### src/rtl/mem_cmd_port_p.sv
// Memory-side command port: parses header + address, streams WR_RES data to the FSM via a FIFO
// or RD data to the bus, and sequences CTRL / end-of-transfer acks. Optional watchdog: MEM_CMD_TIMEOUT_EN.
module mem_cmd_port_p #(
  parameter int ADDR_BYTES  = 3,
  parameter int KEY_BEATS   = 32,
  parameter int SHA_BEATS   = 32,
  parameter int AES_BEATS   = 16,
  parameter int DEPTH       = 4,
  parameter int TIMEOUT_CYC = 1024,
  localparam int MAXB = (KEY_BEATS > SHA_BEATS) ?
                        ((KEY_BEATS > AES_BEATS) ? KEY_BEATS : AES_BEATS) :
                        ((SHA_BEATS > AES_BEATS) ? SHA_BEATS : AES_BEATS),
  localparam int LW   = $clog2(MAXB + 1),
  localparam int AW   = 8 * ADDR_BYTES
) (
  input  logic          clk,
  input  logic          rst_n,
  input  logic          bus_valid,
  input  logic [7:0]    bus_data,
  output logic          bus_ready,
  output logic          bus_out_valid,
  output logic [7:0]    bus_out_data,
  input  logic          bus_out_ready,
  output logic          fsm_wr_valid,
  output logic [7:0]    fsm_wr_data,
  input  logic          fsm_wr_ready,
  input  logic          fsm_rd_valid,
  input  logic [7:0]    fsm_rd_data,
  output logic          fsm_rd_ready,
  input  logic          txn_done,
  output logic          r_w,
  output logic          ena,
  output logic [LW-1:0] length,
  output logic          length_valid,
  output logic [AW-1:0] address,
  output logic          address_valid,
  output logic          ack_req,
  output logic [1:0]    ack_id,
  input  logic          ack_grant,
  output logic          err_timeout
);

  localparam int PW  = $clog2(DEPTH) + 1;
  localparam int ACW = $clog2(ADDR_BYTES + 1);
  localparam logic [1:0] OP_RD_KEY  = 2'd0;
  localparam logic [1:0] OP_RD_TEXT = 2'd1;
  localparam logic [1:0] OP_WR_RES  = 2'd2;
  localparam logic [1:0] OP_HASH    = 2'd3;
  localparam logic [1:0] ACK_CTRL   = 2'd3;

  typedef enum logic [2:0] {S_IDLE, S_HDR, S_WR, S_DRAIN, S_RD, S_ACK} state_t;

  state_t          state_r;
  logic [1:0]      op_r, src_r, dest_r;
  logic [ACW-1:0]  addr_idx_r;
  logic [LW-1:0]   in_cnt_r, rd_cnt_r, beats_s;
  logic [PW-1:0]   wr_ptr_r, rd_ptr_r;
  logic [7:0]      fifo_mem_r [DEPTH];
  logic            rdy_r, done_r;
  logic            empty_s, full_s, in_hs_s, push_s, pop_s, rd_hs_s, out_hs_s;
  logic [AW+7:0]   addr_shift_s;

  assign empty_s      = (wr_ptr_r == rd_ptr_r);
  assign full_s       = (wr_ptr_r[PW-1] != rd_ptr_r[PW-1]) && (wr_ptr_r[PW-2:0] == rd_ptr_r[PW-2:0]);
  assign fsm_wr_valid = !empty_s;
  assign in_hs_s      = bus_valid && bus_ready;
  assign push_s       = in_hs_s && (state_r == S_WR);
  assign pop_s        = fsm_wr_valid && fsm_wr_ready;
  assign rd_hs_s      = fsm_rd_valid && fsm_rd_ready;
  assign out_hs_s     = bus_out_valid && bus_out_ready;
  assign fsm_rd_ready = (state_r == S_RD) && (!bus_out_valid || bus_out_ready) && (rd_cnt_r < length);
  // Address arrives LSB first, so each new byte shifts in from the top.
  assign addr_shift_s = {bus_data, address};

  // Beat count implied by the captured header.
  always_comb begin
    beats_s = '0;
    case (op_r)
      OP_RD_KEY: beats_s = LW'(KEY_BEATS);
      OP_RD_TEXT, OP_WR_RES: begin
        if (src_r == 2'd1) begin
          beats_s = LW'(SHA_BEATS);
        end else if (src_r == 2'd2) begin
          beats_s = LW'(AES_BEATS);
        end else begin
          beats_s = '0;
        end
      end
      default: beats_s = '0;
    endcase
  end

  // Inbound ready per state; held low until the first clock after reset.
  always_comb begin
    bus_ready = 1'b0;
    case (state_r)
      S_IDLE, S_HDR: bus_ready = rdy_r;
      S_WR:          bus_ready = !full_s && (in_cnt_r < length);
      default:       bus_ready = 1'b0;
    endcase
  end

  // FIFO head toward the FSM, forced to zero while empty.
  always_comb begin
    if (empty_s) begin
      fsm_wr_data = 8'h00;
    end else begin
      fsm_wr_data = fifo_mem_r[rd_ptr_r[PW-2:0]];
    end
  end

  // FIFO storage.
  always_ff @(posedge clk) begin
    if (push_s) begin
      fifo_mem_r[wr_ptr_r[PW-2:0]] <= bus_data;
    end
  end

`ifdef MEM_CMD_TIMEOUT_EN
  localparam int TW = $clog2(TIMEOUT_CYC + 1);
  logic [TW-1:0] tmo_cnt_r;
  logic          err_timeout_r;
  assign err_timeout = err_timeout_r;
`else
  // Watchdog compiled out: the port waits indefinitely.
  assign err_timeout = (TIMEOUT_CYC > 0) ? 1'b0 : 1'b0;
`endif

  // Command FSM, FIFO pointers, ack sequencing and registered outputs.
  always_ff @(posedge clk or negedge rst_n) begin
    if (!rst_n) begin
      state_r <= S_IDLE;
      op_r <= 2'd0; src_r <= 2'd0; dest_r <= 2'd0;
      addr_idx_r <= '0; in_cnt_r <= '0; rd_cnt_r <= '0;
      wr_ptr_r <= '0; rd_ptr_r <= '0;
      rdy_r <= 1'b0; done_r <= 1'b0;
      bus_out_valid <= 1'b0; bus_out_data <= 8'h00;
      r_w <= 1'b0; ena <= 1'b0; length <= '0; length_valid <= 1'b0;
      address <= '0; address_valid <= 1'b0; ack_req <= 1'b0; ack_id <= 2'd0;
`ifdef MEM_CMD_TIMEOUT_EN
      tmo_cnt_r <= '0; err_timeout_r <= 1'b0;
`endif
    end else begin
      address_valid <= 1'b0;
      length_valid  <= 1'b0;
      rdy_r         <= 1'b1;
`ifdef MEM_CMD_TIMEOUT_EN
      err_timeout_r <= 1'b0;
`endif
      if (push_s) wr_ptr_r <= wr_ptr_r + PW'(1);
      if (pop_s)  rd_ptr_r <= rd_ptr_r + PW'(1);
      // CTRL ack raised in HDR completes while data is moving.
      if ((state_r inside {S_WR, S_DRAIN, S_RD}) && ack_req && ack_grant) ack_req <= 1'b0;
      case (state_r)
        S_IDLE: begin
          if (in_hs_s) begin
            op_r <= bus_data[1:0]; src_r <= bus_data[3:2]; dest_r <= bus_data[5:4];
            addr_idx_r <= '0;
            state_r <= S_HDR;
          end
        end
        S_HDR: begin
          if (in_hs_s) begin
            address    <= addr_shift_s[AW+7:8];
            addr_idx_r <= addr_idx_r + ACW'(1);
            if (addr_idx_r == ACW'(ADDR_BYTES - 1)) begin
              if ((op_r == OP_HASH) || (beats_s == '0)) begin
                state_r <= S_IDLE;
              end else begin
                address_valid <= 1'b1; length_valid <= 1'b1; length <= beats_s;
                ena <= 1'b1; r_w <= (op_r != OP_WR_RES);
                ack_req <= 1'b1; ack_id <= ACK_CTRL;
                in_cnt_r <= '0; rd_cnt_r <= '0; done_r <= 1'b0;
                state_r <= (op_r == OP_WR_RES) ? S_WR : S_RD;
              end
            end
          end
        end
        S_WR: begin
          if (push_s) in_cnt_r <= in_cnt_r + LW'(1);
          if (txn_done) done_r <= 1'b1;
          if (in_cnt_r == length) state_r <= S_DRAIN;
        end
        S_DRAIN: begin
          // txn_done may be a pulse, so it is remembered until the ack can go out.
          if ((done_r || txn_done) && empty_s && !ack_req) begin
            ena <= 1'b0; ack_req <= 1'b1; ack_id <= src_r;
            state_r <= S_ACK;
          end else if (txn_done) begin
            done_r <= 1'b1;
          end
        end
        S_RD: begin
          if (rd_hs_s) begin
            bus_out_data  <= fsm_rd_data;
            bus_out_valid <= 1'b1;
            rd_cnt_r      <= rd_cnt_r + LW'(1);
          end else if (out_hs_s) begin
            bus_out_valid <= 1'b0;
          end
          if ((rd_cnt_r == length) && !bus_out_valid && !ack_req) begin
            ena <= 1'b0; ack_req <= 1'b1; ack_id <= dest_r;
            state_r <= S_ACK;
          end
        end
        S_ACK: begin
          if (ack_grant) begin
            ack_req <= 1'b0;
            state_r <= S_IDLE;
          end
        end
        default: state_r <= S_IDLE;
      endcase
`ifdef MEM_CMD_TIMEOUT_EN
      // Watchdog overrides the FSM when it fires.
      if (state_r inside {S_WR, S_DRAIN, S_RD}) begin
        if (in_hs_s || pop_s || rd_hs_s || out_hs_s || txn_done) begin
          tmo_cnt_r <= '0;
        end else if (tmo_cnt_r == TW'(TIMEOUT_CYC - 1)) begin
          tmo_cnt_r <= '0; err_timeout_r <= 1'b1;
          wr_ptr_r <= '0; rd_ptr_r <= '0; bus_out_valid <= 1'b0;
          ena <= 1'b0; ack_req <= 1'b0; state_r <= S_IDLE;
        end else begin
          tmo_cnt_r <= tmo_cnt_r + TW'(1);
        end
      end else begin
        tmo_cnt_r <= '0;
      end
`endif
    end
  end

endmodule

### config.mk
export PLATFORM = sky130hd
export DESIGN_NAME = mem_cmd_port_p
export DESIGN_NICKNAME = d
export VERILOG_FILES = /design/src/rtl/mem_cmd_port_p.sv
export SDC_FILE = /design/constraint.sdc
export NUM_CORES = 1
export LEC_CHECK = 0
export CORE_MARGIN = 10
export CORE_UTILIZATION = 48
export DETAILED_ROUTE_END_ITERATION = 16
export GPL_TIMING_DRIVEN = 1
export MAX_ROUTING_LAYER = met4
export PLACE_DENSITY = 0.76
export SYNTH_ARGS = -nofsm -noshare
export SYNTH_HDL_FRONTEND = slang
export SYNTH_SLANG_ARGS = --single-unit
### constraint.sdc
create_clock -name clk -period 2.41 [get_ports clk]
set_clock_uncertainty 0.05 [all_clocks]
set_input_delay 0.6025 -clock clk [delete_from_list [all_inputs] [get_ports clk]]
set_output_delay 0.6025 -clock clk [all_outputs]
set_load 0.02 [all_outputs]
# == Word level (Yosys, flattened, before mapping) ==
# Memory sizes are Yosys's and may differ from the RTL's.
# Index checks and enable logic that the tools add are counted.
# word_totals
mem_bits_rw,32
mem_count,1
wordCells,161
in_bits,24
ff_bits,76
out_inout_bits,58
# classes
n_reduce_logical,45
addsub,5
n_lt_le_gt_ge,2
bitwise_logic,1
n_mux,59
eq_ne,28
# mem_list
memory,words,word_bits,rd,rd_ports_with_merged_regs,wr,line_no,text
fifo_mem_r,4,8,1,0,1,58,logic [7:0] fifo_mem_r [DEPTH];
# ops
cell,count
two-way mux 6 bit,6
one-hot mux 6 bit (2 select lines),3
two-way mux 3 bit,9
two-way mux 1 bit,25
!= test 2 bit (second input constant),9
one-hot mux 3 bit (6 select lines),1
logical AND 1 bit,15
AND reduction 5 bit,3
two-way mux 2 bit,7
adder 6 x 1 -> 6 bit (second input constant),2
equality test 6 bit,2
less-than comparator 6 bit,2
nonzero test 3 bit,3
equality test 2 bit (second input constant),4
two-way mux 8 bit,1
AND reduction 2 bit,4
nonzero test 2 bit,4
AND reduction 7 bit,1
adder 3 x 1 -> 3 bit (second input constant),2
equality test 3 x 2 -> 1 bit (second input constant),2
equality test 3 bit (second input constant),2
logical NOT 6 bit,1
!= test 2 x 1 -> 1 bit (second input constant),3
one-hot mux 1 bit (3 select lines),2
other kinds (20),27

# == Longest topological paths before layout ==
# Gate-level depths: netlist of the first run.
# depth
depth_word,10
ltp_mapped,8
mapped_depth_nobuf,7

# == Worst setup path before layout of the first run ==
# No wires, ideal clock.
# synth_path
path_kind,register to register
from,register op_r[0]
to,register length[4]
period_less_slack_ns,2.369
n_path_buf,1
stages_incl_launch_ff,9
required_time_ns,2.235
setup_slack_ns,0.041
setup_ns,0.125
arrival_time_ns,2.194
path_cell_list,dfrtp_1 inv_1 ha_1 nor4bb_1 o311ai_2 or2_0 clkbuf_1 inv_2 mux2_2
# synth_via
elab_chain_cells,7
elab_cells_between_ends,10
classes_between,eq/ne: 3; mux: 1; bitwise: 1; reduce/logical: 5
# synth_rtl
item,line_no,text
from (decl),54,"logic [1:0] op_r, src_r, dest_r;"
from (signal assigned),157,op_r <= bus_data[1:0]; src_r <= bus_data[3:2]; dest_r <= bus_data[5:4];
equality test 2 bit / equality test 2 x 1 -> 1 bit (equally long branches),78,case (op_r)
OR reduction 2 bit,78,
one-hot mux 6 bit (2 select lines),78,
logical NOT 6 bit,167,if ((op_r == OP_HASH) || (beats_s == '0)) begin
logical OR 1 bit,167,
NOT 1 bit (no source line),n/a,
AND reduction 4 bit (no source line),n/a,
to (signal assigned),138,r_w <= 1'b0; ena <= 1'b0; length <= '0; length_valid <= 1'b0;
to (signal assigned),170,address_valid <= 1'b1; length_valid <= 1'b1; length <= beats_s;
to (decl),33,"output logic [LW-1:0] length,"
# Parallel ways exist; a longest one is shown, timed or not.
# A chain may end at the register's enable or synchronous reset.

# == Worst setup path after layout of the first run ==
# layout_path
from,register state_r[0]
to,output fsm_rd_ready
# layout_via
elab_chain_cells,3
# layout_rtl
item,line_no,text
from (decl),53,state_t state_r;
from (signal assigned),174,state_r <= (op_r == OP_WR_RES) ? S_WR : S_RD;
equality test 3 bit,71,assign fsm_rd_ready = (state_r == S_RD) && (!bus_out_valid || bus_out_ready) && (rd_cnt_r < length);
logical AND 1 bit (2 in a row),71,
to (decl),29,"output logic fsm_rd_ready,"
# Every way passes these cells.

==> out/metrics.csv, run 1 <==
metric;value;unit
synth cell count leaders;dfrtp_1, mux2_2, edfxtp_1;
sw frac;0.363;
Fillers;731;
DRT iter0 DRCs;164;
Max Slew Vio Count;0;
# setup viols final;9;
synthesized area;0.00482;mm2
CTS Root Buffer Type;clkbuf_8;
RSZ-0062 raised after global routing;yes;
net switching power;2.69;mW
Hold Path Class;in -> async;
met3 Usage GRT;0.0391;
post-route setup slack;-146;ps
first-pass GRT wire length;18000;um
Overall Global Routing Usage;0.159;
Antenna Cells;0;
Core Area;0.00977;mm2
share of layout cells above drive strength 1;0.325;
DRC;0;
die span in y;120;um
top-count cell post-synth;dfrtp_1;
H-tree levels;3;
endpoint type of the worst setup path;output port;
largest net degree at the start of global routing;73;
met2 Use GR;0.267;
failing checks;setup timing;
crit path max fanout;2;
ys flop type;dfrtp_1;
dpl hpwl;7870;um
WHS;178;ps
DP Area;0.00606;mm2
vias in the first global route;3505;
Post-synth ARST share;0.692;
Detailed Route WL;11000;um
Gate power share;0.510;
worst setup path class;reg -> out;
Final period util;1.06;
yosys warns;0;
Final Critical Period;2560;ps
Clk pin slew, worst setup/hold paths;100;ps
Power Internal;4.72;mW
Port-buffer cells;76;
busiest grt layer;met2;
Detail Route Antenna Nets;0;
Post-synth EDFFs;32;
nets;536;
Layout area overhead;33.9;%
die area;0.0144;mm2
met1 usage;0.184;
Initial Util;0.493;
Clk pwr share;0.141;
Synth Instances;361;
CTS tree;built;
register bit total from synthesis;104;
Max IR drop VDD;608;uV
Skew-Pair Late Insertion Delay;380;ps
clk sink count;104;
worst endpoint data arrival time;1900;ps
Final Hold Fails;0;
type of origin of the critical path;flip-flop;
syn avg cell area;13.3;um2
design area;0.00645;mm2
share of the synthesized area in the top cell type;0.374;
largest area contributor in the netlist;dfrtp_1;
Top Ports;82;
Required @ worst endpoint;1760;ps
hold buffer count at cts;0;
die span in x;120;um
post-synthesis sequential area ratio;0.573;
vias;3302;
routed length per placed instance;17.3;um
Static Leakage;2.78;nW
Max Fclk;0.391;GHz
DR vias/cell;5.22;
Max Cap Viol;0;
CTS buffer count;9;
status;complete, but fails checks;
clk buf depth;2;
gr ovfl total;0;
Area contributors post-synth;dfrtp_1, edfxtp_1, mux2_2;
PD cells;1150;mW/mm2
gpl congestion;0.890;
row count;36;
initial antenna violation count;0;
Reg power frac;0.349;
drt pass-1 iters;4;
Distinct cells, synth;61;
-- state kept, by name (all words and copies together) (netlist names), 3 cells and up --
signal        count
fifo_mem_r       32
address          24
bus_out_data      8
in_cnt_r          6
rd_cnt_r          6
rd_ptr_r          3
state_r           3
wr_ptr_r          3
-- routing by layer --
layer / share of wire / up-vias
met5: 0 / -
met4: 0.012 / 0
met3: 0.044 / 11
met2: 0.52 / 74
met1: 0.42 / 1646
li1: - / 1571
-- final timing paths --
kind,slack [ps],cells after the start,endpoint,startpoint
max in group asynchronous,1820,2,src_r[1],rst_n
min reg2reg,450,1,rd_ptr_r[2],rd_ptr_r[2]
max,-150,4,fsm_rd_ready,state_r[0]
max reg2reg,150,8,fifo_mem_r[2][1],state_r[1]
min,180,2,address[3],rst_n
min in group clk,450,1,rd_ptr_r[2],rd_ptr_r[2]
-- worst max-delay path: stages (launching register included) --
cell	delay (ps)
dfrtp_1	400
or3b_4	410
or4_4	540
clkinv_2	70
buf_6	110
-- per-stage QoR --
step	std cells	TNS (ps)	power [mW]	utilization	setup slack, ps
after floorplan	365	0	4.44	-	41.2
after global placement	603	-873	5.89	0.620	-491
after detailed placement	603	-1150	6.00	0.620	-503
after CTS	625	-632	7.18	0.647	-169
after global routing	632	-1240	7.88	0.660	-213
final	632	-514	7.41	0.660	-146
-- final cells by class --
type / count / area [um2] / share of cell area
Inverter: 21 / 80.1 / 0.0124
Clock inverter: 7 / 60.1 / 0.00931
Sequential cell: 104 / 2760 / 0.428
Timing Repair Buffer: 139 / 1300 / 0.201
Tap cell: 133 / 166 / 0.0258
Clock buffer: 9 / 124 / 0.0192
Multi-Input combinational cell: 219 / 1960 / 0.304
-- kinds of logic after synthesis --
group,share of synthesized area
buf+inv,0.0389
fa+ha+maj,0.0467
xor+xnor,0.0127
other cells,0.00156
compound gates,0.0792
flops,0.573
simple gates,0.105
mux,0.142
-- power by group through the flow --
| stage | sequential (mW) | clock, mW | combinational [mW] |
|---|---|---|---|
| floorplan | 2.89 | 0 | 1.55 |
| global placement | 2.58 | 0 | 3.31 |
| detailed placement | 2.61 | 0 | 3.39 |
| CTS | 2.59 | 1.07 | 3.52 |
| global route | 2.65 | 1.17 | 4.06 |
| finish | 2.59 | 1.05 | 3.78 |
-- layout by cell type, fill, tap and decap left out, types with 4 or more instances in the layout --
cell and count:
a21oi_1 7, and2_1 4, and2_4 9, buf_4 52
buf_6 17, clkbuf_8 9, clkdlybuf4s50_1 64, conb_1 6
dfrtp_1 72, edfxtp_1 32, ha_1 17, inv_1 18
mux2_2 41, mux4_2 8, nand2_1 15, nand3_1 6
nand4_1 6, nor2_1 4, nor2b_1 6, o211ai_1 4
o21ai_0 15, xnor2_1 4
-- repair_timing --
item,in CTS,in global routing
pin swaps,7,8
resized for setup,64,25
setup endpoints to repair,11,11
cloned,0,1
setup buffers,6,6
(Power assumes the default switching activity.)
==> run 2, diff against run 1 <==
--- a/config.mk
+++ b/config.mk
@@ -7,6 +7,7 @@
 export LEC_CHECK = 0
 export CORE_MARGIN = 10
 export CORE_UTILIZATION = 48
+export CTS_CLUSTER_SIZE = 8
 export DETAILED_ROUTE_END_ITERATION = 16
 export GPL_TIMING_DRIVEN = 1
 export MAX_ROUTING_LAYER = met4
==> results of run 2 <==
No change in the layout: final DEF, timing and power equal those of run 1.
==> run 3, diff against run 2 <==
--- a/config.mk
+++ b/config.mk
@@ -5,7 +5,6 @@
 export SDC_FILE = /design/constraint.sdc
 export NUM_CORES = 1
 export LEC_CHECK = 0
-export CORE_MARGIN = 10
 export CORE_UTILIZATION = 48
 export CTS_CLUSTER_SIZE = 8
 export DETAILED_ROUTE_END_ITERATION = 16
==> out/metrics.csv, run 3 (same netlist as run 1, synthesis figures left out) <==
metric;value;unit
worst endpoint data arrival time;1880;ps
row count;36;
Setup TNS;-185;ps
worst setup path class;reg -> out;
die span in x;102;um
commonest non-fill, non-tap cell in the layout;dfrtp_1;
flip-flop count of the largest register after layout;32;
vias in the first global route;3408;
Overall Global Routing Usage;0.218;
Hold Path Class;in -> async;
drt pass-1 iters;4;
clk buf depth;2;
Required @ worst endpoint;1760;ps
Power Internal;4.65;mW
Cells after DPL;602;
clk sink count;104;
Core Area;0.00973;mm2
met1 usage;0.267;
vias;3319;
critical path's largest stage delay;530;ps
Layout area overhead;33.4;%
Port-buffer cells;76;
initial antenna violation count;0;
Worst Tran Pin Value;509;ps
# setup viols final;2;
gpl congestion;0.832;
total power;7.35;mW
Max IR drop VDD;652;uV
routed length per placed instance;16.1;um
Max Cap Viol;0;
sw frac;0.367;
Final Critical Period;2540;ps
busiest grt layer;met2;
post-route setup slack;-126;ps
Detail Route Antenna Nets;0;
Max Fclk;0.394;GHz
dpl hpwl;7230;um
R2R Path End;length[4];
net switching power;2.70;mW
DR vias/cell;5.30;
share of layout cells above drive strength 1;0.314;
Bufs and invs on worst path;2;
type of origin of the critical path;flip-flop;
Clk pin slew, worst setup/hold paths;130;ps
crit-path cells;or3b_4 > or4_4 > clkinv_2 > buf_6;
crit path max fanout;4;
Final Hold Fails;0;
relative slew slack;0.660;
status;complete, but fails checks;
Top Ports;82;
most frequent cells in the layout;dfrtp_1, clkdlybuf4s50_1, buf_4;
Top delay family on crit path;simple AND/OR/NAND/NOR gates;
Initial Util;0.495;
Static Leakage;2.76;nW
CTS buffer count;9;
worst r2r src;op_r[0];
CTS tree;built;
Worst Reg-to-Reg Cells;8;
endpoint type of the worst setup path;output port;
met2 Use GR;0.361;
critical path's slowest cell;or4_4;
first-pass GRT wire length;16600;um
Final period util;1.05;
die area;0.0104;mm2
Clk pwr share;0.157;
Worst path depth;4;
CTS Root Buffer Type;clkbuf_8;
hold buffer count at cts;0;
DRT iter0 DRCs;121;
Reg power frac;0.353;
nets;530;
H-tree levels;3;
Gate power share;0.489;
Skew-Pair Late Insertion Delay;370;ps
largest net degree at the start of global routing;73;
RSZ-0062 raised after global routing;yes;
Antenna Cells;0;
met3 Usage GRT;0.0451;
Layout Utilization;0.661;
Detailed Route WL;10100;um
PD cells;1140;mW/mm2
Post-Layout Cell Count;626;
failing checks;setup timing;
reg2reg setup slack;180;ps
die span in y;102;um
gr ovfl total;0;
DRC;0;
Max Slew Vio Count;0;
-- run 3: area by class of cell --
class,instances,area (um2)
sequential,104,2760
timing repair buffer,133,1240
inverter,21,80.1
multi-input combinational,219,1950
clock inverter,7,98.8
tap,133,166
fill,728,3300
clock buffer,9,124
-- run 3: worst register-to-register path, cell delays in order, from the launching register on --
cell and delay [ps]:
dfrtp_1 410, inv_1 80, ha_1 300, nor4bb_1 290, buf_4 170, o311ai_2 100, or2_0 310, inv_2 100
mux2_2 320
-- run 3: per-layer routing --
layer,vias up,wire length [um]
met5,-,0
li1,1558,-
met2,84,5320
met4,0,126
met1,1667,4310
met3,10,321
-- run 3: through the flow --
stage	hold WS (ps)	setup WS, ps	instance area, um2
after floorplan	257	41.2	4830
after global placement	417	-473	6050
after detailed placement	433	-509	6050
after CTS	188	-153	6350
after global routing	202	-204	6430
final	187	-126	6430
-- run 3: timing repair --
item,in CTS,in global routing
gates cloned,1,0
hold endpoints to repair,0,0
setup buffers,5,2
pin swaps,5,6
setup endpoints to repair,11,11
resized for setup,58,23
-- run 3: worst max path at each step --
stage               slack (ps)     startpoint      endpoint
finish                    -130     state_r[0]  fsm_rd_ready
global route              -200     state_r[1]  fsm_rd_ready
CTS                       -150     state_r[0]  fsm_rd_ready
detailed placement        -510  bus_out_ready  fsm_rd_ready
global placement          -470  bus_out_ready  fsm_rd_ready
floorplan                   40        op_r[0]     length[4]
-- run 3: power groups by stage --
stage	clock (mW)	sequential (mW)	combinational [mW]
final	1.16	2.60	3.60
after global routing	1.24	2.67	3.87
after CTS	1.18	2.60	3.40
after detailed placement	0	2.63	3.32
after global placement	0	2.60	3.25
after floorplan	0	2.89	1.55
